<file path="src/rtl/posit_dot_sequencer_if.sv">
// Control, operand-stream and result signals of the posit dot-product sequencer.
// The slave side belongs to the sequencer and the master side to whatever drives it.
interface posit_dot_sequencer_if #(
    parameter int N     = 32,
    parameter int LEN_W = 8
);
    logic             start;
    logic [LEN_W-1:0] len;
    logic [N-1:0]     init;
    logic             op_sub;

    // Valid/ready handshake on both streams: a transfer happens on a rising
    // edge where valid and ready are both high. Ready never depends
    // combinationally on valid, and the sender holds its data until then.
    logic             a_valid;
    logic             a_ready;
    logic [N-1:0]     a_in;
    logic [N-1:0]     b_in;

    logic             res_valid;
    logic             res_ready;
    logic [N-1:0]     result;
    logic             nar;
    logic             busy;

    modport slave (
        input  start, len, init, op_sub,
        input  a_valid, a_in, b_in,
        output a_ready,
        output res_valid, result, nar, busy,
        input  res_ready
    );

    modport master (
        output start, len, init, op_sub,
        output a_valid, a_in, b_in,
        input  a_ready,
        input  res_valid, result, nar, busy,
        output res_ready
    );
endinterface

</file>
<file path="src/rtl/posit_dot_sequencer.sv">
// Multi-cycle sequencer around a combinational posit FMA. It computes
// init +/- sum(a[i]*b[i]) by feeding the FMA one registered pair per LOAD/EXEC step.
module posit_dot_sequencer #(
    parameter int N     = 32,
    parameter int ES    = 2,
    parameter int LEN_W = 8
) (
    input  logic                 clk,
    input  logic                 rst,
    posit_dot_sequencer_if.slave bus,
    output logic [N-1:0]         fma_in1,
    output logic [N-1:0]         fma_in2,
    output logic [N-1:0]         fma_in3,
    output logic                 fma_op_N,
    output logic                 fma_op_sub,
    input  logic [N-1:0]         fma_out,
    output logic [1:0]           state_dbg
);

    typedef enum logic [1:0] {
        IDLE = 2'd0,
        LOAD = 2'd1,
        EXEC = 2'd2,
        DONE = 2'd3
    } state_t;

    localparam logic [N-1:0] NAR = {1'b1, {(N-1){1'b0}}};

    // A posit needs at least sign, two regime bits and its exponent field.
    if (ES < 0 || ES > N - 3) begin : g_bad_es
        $error("posit_dot_sequencer: ES does not fit in N");
    end

    state_t           state_q;
    state_t           state_d;
    logic [LEN_W-1:0] cnt;
    logic [N-1:0]     acc;
    logic             sub_q;
    logic             nar_q;
    logic             a_ready;
    logic             res_valid;
    logic             busy;

    always_ff @(posedge clk) begin
        if (rst) begin
            state_q <= IDLE;
        end else begin
            state_q <= state_d;
        end
    end

    always_comb begin
        state_d   = state_q;
        a_ready   = 1'b0;
        res_valid = 1'b0;
        busy      = 1'b1;
        case (state_q)
            IDLE: begin
                busy = 1'b0;
                if (bus.start) begin
                    state_d = (bus.len == '0) ? DONE : LOAD;
                end
            end
            LOAD: begin
                a_ready = 1'b1;
                if (bus.a_valid) begin
                    state_d = EXEC;
                end
            end
            EXEC: begin
                state_d = (cnt == LEN_W'(1)) ? DONE : LOAD;
            end
            DONE: begin
                res_valid = 1'b1;
                if (bus.res_ready) begin
                    state_d = IDLE;
                end
            end
            default: begin
                state_d = IDLE;
            end
        endcase
    end

    // The accumulator doubles as FMA IN3, so it only changes at IDLE start and at
    // EXEC, which keeps the result stable for the whole of DONE.
    always_ff @(posedge clk) begin
        if (rst) begin
            cnt     <= '0;
            acc     <= '0;
            fma_in1 <= '0;
            fma_in2 <= '0;
            sub_q   <= 1'b0;
            nar_q   <= 1'b0;
        end else begin
            case (state_q)
                IDLE: begin
                    if (bus.start) begin
                        cnt   <= bus.len;
                        acc   <= bus.init;
                        sub_q <= bus.op_sub;
                        nar_q <= 1'b0;
                    end
                end
                LOAD: begin
                    if (bus.a_valid) begin
                        fma_in1 <= bus.a_in;
                        fma_in2 <= bus.b_in;
                    end
                end
                EXEC: begin
                    acc <= fma_out;
                    cnt <= cnt - LEN_W'(1);
                    if (fma_out == NAR) begin
                        nar_q <= 1'b1;
                    end
                end
                default: begin
                end
            endcase
        end
    end

    assign fma_in3       = acc;
    assign fma_op_N      = 1'b0;
    assign fma_op_sub    = sub_q;
    assign state_dbg     = state_q;

    assign bus.a_ready   = a_ready;
    assign bus.res_valid = res_valid;
    assign bus.result    = acc;
    assign bus.nar       = nar_q;
    assign bus.busy      = busy;

endmodule

</file>
<file path="src/flat_wrapper.sv">
// flat-port wrapper written by rule: the top's interface ports become plain ports
module posit_dot_sequencer_flat 
#(
    parameter int N     = 32,
    parameter int ES    = 2,
    parameter int LEN_W = 8
)
  (clk, rst, fma_in1, fma_in2, fma_in3, fma_op_N, fma_op_sub, fma_out, state_dbg, bus_start, bus_len, bus_init, bus_op_sub, bus_a_valid, bus_a_in, bus_b_in, bus_a_ready, bus_res_valid, bus_result, bus_nar, bus_busy, bus_res_ready);
  posit_dot_sequencer_if #(.N(N), .LEN_W(LEN_W)) bus_i ();
  input  logic clk;
  input  logic rst;
  output logic [N-1:0] fma_in1;
  output logic [N-1:0] fma_in2;
  output logic [N-1:0] fma_in3;
  output logic fma_op_N;
  output logic fma_op_sub;
  input  logic [N-1:0] fma_out;
  output logic [1:0] state_dbg;
  input wire logic [$bits(bus_i.start)-1:0] bus_start;
  input wire logic [$bits(bus_i.len)-1:0] bus_len;
  input wire logic [$bits(bus_i.init)-1:0] bus_init;
  input wire logic [$bits(bus_i.op_sub)-1:0] bus_op_sub;
  input wire logic [$bits(bus_i.a_valid)-1:0] bus_a_valid;
  input wire logic [$bits(bus_i.a_in)-1:0] bus_a_in;
  input wire logic [$bits(bus_i.b_in)-1:0] bus_b_in;
  output wire logic [$bits(bus_i.a_ready)-1:0] bus_a_ready;
  output wire logic [$bits(bus_i.res_valid)-1:0] bus_res_valid;
  output wire logic [$bits(bus_i.result)-1:0] bus_result;
  output wire logic [$bits(bus_i.nar)-1:0] bus_nar;
  output wire logic [$bits(bus_i.busy)-1:0] bus_busy;
  input wire logic [$bits(bus_i.res_ready)-1:0] bus_res_ready;
  assign bus_i.start = bus_start;
  assign bus_i.len = bus_len;
  assign bus_i.init = bus_init;
  assign bus_i.op_sub = bus_op_sub;
  assign bus_i.a_valid = bus_a_valid;
  assign bus_i.a_in = bus_a_in;
  assign bus_i.b_in = bus_b_in;
  assign bus_a_ready = bus_i.a_ready;
  assign bus_res_valid = bus_i.res_valid;
  assign bus_result = bus_i.result;
  assign bus_nar = bus_i.nar;
  assign bus_busy = bus_i.busy;
  assign bus_i.res_ready = bus_res_ready;
  posit_dot_sequencer #(.N(N), .ES(ES), .LEN_W(LEN_W)) u_core (.clk(clk), .rst(rst), .bus(bus_i), .fma_in1(fma_in1), .fma_in2(fma_in2), .fma_in3(fma_in3), .fma_op_N(fma_op_N), .fma_op_sub(fma_op_sub), .fma_out(fma_out), .state_dbg(state_dbg));
endmodule
</file>
<file path="config.mk">
export PLATFORM = sky130hd
export DESIGN_NAME = posit_dot_sequencer_flat
export DESIGN_NICKNAME = d
export VERILOG_FILES = /design/src/rtl/posit_dot_sequencer_if.sv /design/src/rtl/posit_dot_sequencer.sv /design/src/flat_wrapper.sv
export SDC_FILE = /design/constraint.sdc
export NUM_CORES = 1
export LEC_CHECK = 0
export BUFFER_PORTS_ARGS = -buffer_cell sky130_fd_sc_hd__buf_2
export CORE_AREA = 2 2 107 109
export CTS_BUF_LIST = sky130_fd_sc_hd__clkbuf_8
export DETAILED_ROUTE_END_ITERATION = 16
export DIE_AREA = 0 0 109 111
export HOLD_SLACK_MARGIN = 0.12
export PLACE_DENSITY_LB_ADDON = 0.12
export SYNTH_ARGS = -nofsm -noshare
export SYNTH_HDL_FRONTEND = slang
export SYNTH_SLANG_ARGS = --single-unit
</file>
<file path="constraint.sdc">
create_clock -name clk -period 1.9 [get_ports clk]
set_input_delay 0.285 -clock clk [delete_from_list [all_inputs] [get_ports clk]]
set_output_delay 0.285 -clock clk [all_outputs]
set_load 0.02 [all_outputs]
</file>
======== After elaboration in Yosys (flattened, before gate mapping) ========
Cells that the tools add are included.
cells by class
  equality and inequality tests ........... 9
  add/sub/neg operators ................... 1
  muxes and demuxes ....................... 16
  reduce and logical (&&, ||, !) cells .... 8
operators with widths
  kind                                                 count
  case mux 32 bit (2 select lines)                     1
  equality test 32 bit, second input constant          1
  2-to-1 mux 32 bit                                    1
  case mux 8 bit (2 select lines)                      1
  2-to-1 mux 2 bit                                     5
  equality test 8 x 1 -> 1 bit, second input constant  1
  logical NOT 8 bit                                    1
  2-to-1 mux 8 bit                                     1
  case mux 2 bit (4 select lines)                      1
  subtractor 8 x 1 -> 8 bit, second input constant     1
  != test 2 bit, second input constant                 3
  AND reduction 2 bit                                  3
  AND reduction 3 bit                                  2
  2-to-1 mux 1 bit                                     5
  equality test 2 bit, second input constant           2
  equality test 2 x 1 -> 1 bit, second input constant  1
  logical NOT 2 bit                                    1
  != test 2 x 1 -> 1 bit, second input constant        1
  case mux 1 bit (2 select lines)                      1
  nonzero test 2 bit                                   1
word-level totals
  output and inout bits ................... 136
  bits in registers ....................... 108

======== Longest topological paths before layout ========
  word-level depth ........................ 4
  depth in mapped cells ................... 7
  depth with buffers taken out ............ 5

======== Worst setup path after synthesis ========
OpenSTA, ideal clock, no wires.
  kind .................................... flip-flop to flip-flop
  start ................................... register u_core.state_q[0] (netlist: u_core.state_dbg[0])
  end ..................................... register u_core.fma_in1[2]
  setup slack ............................. 0.146 ns
  arrival time ............................ 1.622 ns
  required time ........................... 1.768 ns
  stages on the path, launching flop included .. 7
  period minus slack after synthesis ...... 1.754 ns
  cell sequence ........................... dfxtp_1 > buf_2 > nor2b_1 > nand2_1 > buf_2 > nand2_1 > a21oi_1
on the way
  cells in the longest elaborated chain, start to end .. 2
ends and longest elaborated chain
  what                           RTL line                    text
  start, declared                posit_dot_sequencer.sv:34   state_t state_q;
  start signal, assigned         posit_dot_sequencer.sv:48   state_q <= state_d;
  equality test 2 x 1 -> 1 bit   posit_dot_sequencer.sv:96   case (state_q)
  AND reduction 2 bit (no line)  n/a
  end signal, assigned           posit_dot_sequencer.sv:107  fma_in1 <= bus.a_in;
  end, declared                  posit_dot_sequencer.sv:11   output logic [N-1:0] fma_in1,
Every way passes these cells.
A chain may end at the register's enable or synchronous reset.

======== Worst setup path after layout ========
  start ................................... register u_core.state_q[1] (netlist: u_core.state_dbg[1])
  end ..................................... output bus_res_valid
on the way
  cells in the longest elaborated chain, start to end .. 2
ends and longest elaborated chain
  what                 RTL line                   text
  equality test 2 bit  posit_dot_sequencer.sv:57  case (state_q)
  2-to-1 mux 1 bit     posit_dot_sequencer.sv:57
  end, declared        flat_wrapper.sv:27         output wire logic [$bits(bus_i.res_valid)-1:0] bus_res_valid;
Every way passes these cells.

==> out/qor_table.md <==
| Item | This run |
| --- | --- |
| Status | completed |
| Async SR Flop Fraction | 0% |
| Number of antenna violations at the first check in global routing | 0 |
| Yosys warning count | 0 |
| Worst stage delay on the critical path | 0.46 ns |
| Startpoint of the most critical register-to-register path | u_core.state_dbg[1] |
| Max Buffers Root-to-Sink | 2 |
| Buffer and inverter count on the worst path | 3 |
| Clk Latency, worst-skew pair | 0.36 ns |
| Critical path, cell by cell | buf_4, inv_1, nor2_1, buf_2 |
| Ys flop type | sky130_fd_sc_hd__dfxtp_1 |
| Post-route DRC violation count | 0 |
| Post-route minimum period | 1.678 ns |
| Rows | 39 |
| Most frequent cells in the layout | 275 x sky130_fd_sc_hd__buf_2, 168 x sky130_fd_sc_hd__nand2_1, 107 x sky130_fd_sc_hd__dfxtp_1, 102 x sky130_fd_sc_hd__a21oi_1, 33 x sky130_fd_sc_hd__a22oi_1 |
| Post-layout instance area | 5909 µm² |
| Number of routed nets with antenna violations | 0 |
| Most frequent standard cell in the layout excluding fill and tap cells | sky130_fd_sc_hd__buf_2 |
| Class of the tightest hold or removal check | input port to flip-flop |
| End point of the critical path | bus_res_valid |
| Number of failing hold endpoints at the final stage | 0 |
| CP required | 1.62 ns |
| Post-synthesis instance area | 4446 µm² |
| Antenna diode count | 0 |
| Dpl hpwl | 10110 µm |
| Max Fanout on Critical Path | 6 |
| Register area share after synthesis | 48.63% |
| Top Family by Delay on Critical Path | flip-flops |
| Max-slew violation count | 0 |
| Core area | 11080 µm² |
| Final setup violation count | 0 |
| Measured slew at the worst slew-check pin | 0.6457 ns |
| Global-route wire length before repair | 20290 µm |
| Share of the cycle needed by the critical path after routing | 88.33% |
| Max Fclk | 595.8 MHz |
| Reported max-cap violation count | 0 |
| Final-layout setup total negative slack | 0 ns |
| Wirelength per Cell | 14.36 µm |
| Number of flops mapped to enable cells by yosys | 0 |
| Critical-path top delay cell | sky130_fd_sc_hd__dfxtp_1 |
| Worst R2R End | u_core.fma_in1[11] |
| Number of violations reported at the end of detailed-routing iteration 0 | 248 |
| Setup crit end kind | primary output |
| Post-synthesis to final-layout area growth | 32.93% |
| Type of origin of the critical path | flip-flop |
| Drt pass-1 iters | 4 |
| Multi-input logic area | 1844 µm² |
| Post-route insts no fill | 924 |
| Setup repair after global routing missed its margin | no |
| Master cell of the clock root buffer | sky130_fd_sc_hd__clkbuf_8 |
| Critical path origin | u_core.state_dbg[1] |
| DR vias/cell | 4.907 |
| Worst Reg-to-Reg Cells | 6 |
| Number of ports placed on the die boundary | 278 |
| Instance area at placement | 5690 µm² |
| Share of post-route cells with drive strength above 1 | 40.46% |
| Number of instances in the placed design | 908 |
| Clock transition time at the flip-flop clock pins of the worst setup and hold paths | 0.09 ns |
| Global route total overflow | 0 |
| FF+latch count, synth | 108 |
| Syn Area/Cell | 8.112 µm² |
| GP Congestion | 0.8345 |
| Number of clock sinks | 108 |
| Static power due to leakage | 2.761 nW |
| Max-Slew Margin vs Limit | 56.96% |
| Total of buffers placed on input and output ports | 276 |
| TritonCTS clock tree | built |
| CTS Buf Count | 9 |
| Width of the die | 109 µm |
| Maximum number of pins on one net before global-route repair | 65 |
| Power density normalized to cell area | 849.7 nW/µm² |
| All-Layer GR Usage | 21.10% |
| Count of unique library cells instantiated by Yosys | 40 |
| Endpoint arrival time on the critical path | 1.39 ns |
| Die Outline Area | 12100 µm² |
| Floorplan die height | 111 µm |
| Skew final | 0.01131 ns |
| Vias | 4534 |
| Initial cell density of the core | 40.13% |
| Final routed wirelength across all metal layers | 13270 µm |
| Worst Setup Path Type | flip-flop to primary output |
| Worst vdd rail ir drop | 387.3 µV |
| Syn nets | 692 |
| Stages on worst setup path | 4 |
| Filler cells | 1106 |
| Sequential cell area | 2163 µm² |
| Fin nets | 920 |
| # H-tree levels | 3 |
| Reg2Reg Setup Slack | 0.23 ns |
| Vias in the first global route | 4176 |
| Post-Synthesis Cells | 548 |
==> timing repair <==
item / in CTS / in global routing
hold buffers: 0 / 0
gates resized for setup: 0 / 1
buffers inserted: 0 / 0
endpoints found under the setup margin: 0 / 5
==> kinds of logic (layout without fill, tap and decap cells) <==
logic type               Yosys count  in the layout  share of synthesized area (%)
other                              1              1                        0.08435
AO/OA/AOI/OAI                    153            153                          20.35
adder cells (fa/ha/maj)            2              2                         0.5628
flip-flops                       108            108                          48.63
buffers and inverters             76            309                          10.19
AND/OR/NAND/NOR                  208            208                          20.18
==> flip-flops by register name, summed over array words and instances, names as in the netlist <==
register           count
u_core.fma_in2        32
u_core.bus.result     32
u_core.fma_in1        32
u_core.cnt             8
u_core.fma_op_sub      1
u_core.state_dbg       2
u_core.bus.nar         1
==> through the flow <==
| step | hold slack, ns | power, mW | util (%) | worst slack [ns] |
|---|---|---|---|---|
| 6_report | 0.1315 | 5.021 | 53.35 | 0.2217 |
| 4_1_cts | 0.1269 | 5.079 | 53.34 | 0.1069 |
| 3_3_place_gp | 0.4398 | 3.580 | 51.37 | 0.2000 |
| 5_1_grt | 0.1238 | 5.281 | 53.35 | 0.05718 |
| 3_5_place_dp | 0.4432 | 3.596 | 51.37 | 0.1642 |
| 2_1_floorplan | 0.3969 | 3.229 | - | 0.1456 |
==> area by class of cell <==
type | count | area share (%)
Sequential cell | 108 | 36.61
Multi-Input combinational cell | 364 | 31.21
Timing Repair Buffer | 288 | 25.15
Tap cell | 143 | 3.028
Clock buffer | 11 | 2.562
Clock inverter | 5 | 1.122
Inverter | 5 | 0.3176
==> per-layer routing <==
layer  share of wire [%]  GRT usage (%)  wire (µm)
met1                  40          24.26       5321
met2                  50          37.27       6675
met3                 8.2          6.526       1087
met4                 1.4          5.641        187
met5                   0              0          0
==> worst register-to-register path, delay by kind of cell (launching register included) <==
kind | cells | cell delay [ns]
AND/OR/NAND/NOR | 3 | 0.27
flip-flops | 1 | 0.46
AO/OA/AOI/OAI | 1 | 0.18
buffers and inverters | 2 | 0.70
==> power breakdown <==
group / internal (mW) / total [mW] / switching (mW) / leakage, nW
combinational: 0.396 / 1.03 / 0.637 / 1.77
clock: 0.699 / 1.48 / 0.786 / 0.108
sequential: 2.40 / 2.50 / 0.102 / 0.882
==> synthesized netlist by cell type, drive strengths merged (2+ instances only) <==
cell type | count | share of area [%]
nor2 | 10 | 0.96
nor3 | 2 | 0.23
nand2b | 2 | 0.28
a221oi | 3 | 0.73
a31oi | 2 | 0.28
clkbuf | 15 | 1.3
a21oi | 102 | 11
nand3 | 3 | 0.34
nand2 | 170 | 14
nor4 | 9 | 1.6
dfxtp | 108 | 49
inv | 5 | 0.42
or4 | 3 | 0.51
nor3b | 2 | 0.45
nor2b | 2 | 0.45
o21ai | 3 | 0.34
a22oi | 33 | 5.6
a311oi | 2 | 0.39
nand4 | 3 | 0.42
buf | 56 | 8.5
ha | 2 | 0.56
==> worst min-delay path by stage <==
| stage | from | endpoint | slack, ns | depth (start not counted) |
|---|---|---|---|---|
| 6_report | bus_res_ready | u_core.state_dbg[0] | 0.13 | 2 |
| 5_1_grt | bus_b_in[0] | u_core.fma_in2[0] | 0.12 | 3 |
| 4_1_cts | bus_res_ready | u_core.state_dbg[0] | 0.13 | 2 |
| 3_5_place_dp | u_core.fma_in1[3] | u_core.fma_in1[3] | 0.44 | 2 |
| 3_3_place_gp | u_core.fma_in2[9] | u_core.fma_in2[9] | 0.44 | 2 |
| 2_1_floorplan | bus_res_ready | u_core.state_dbg[0] | 0.40 | 1 |
(Power assumes the default switching activity.)
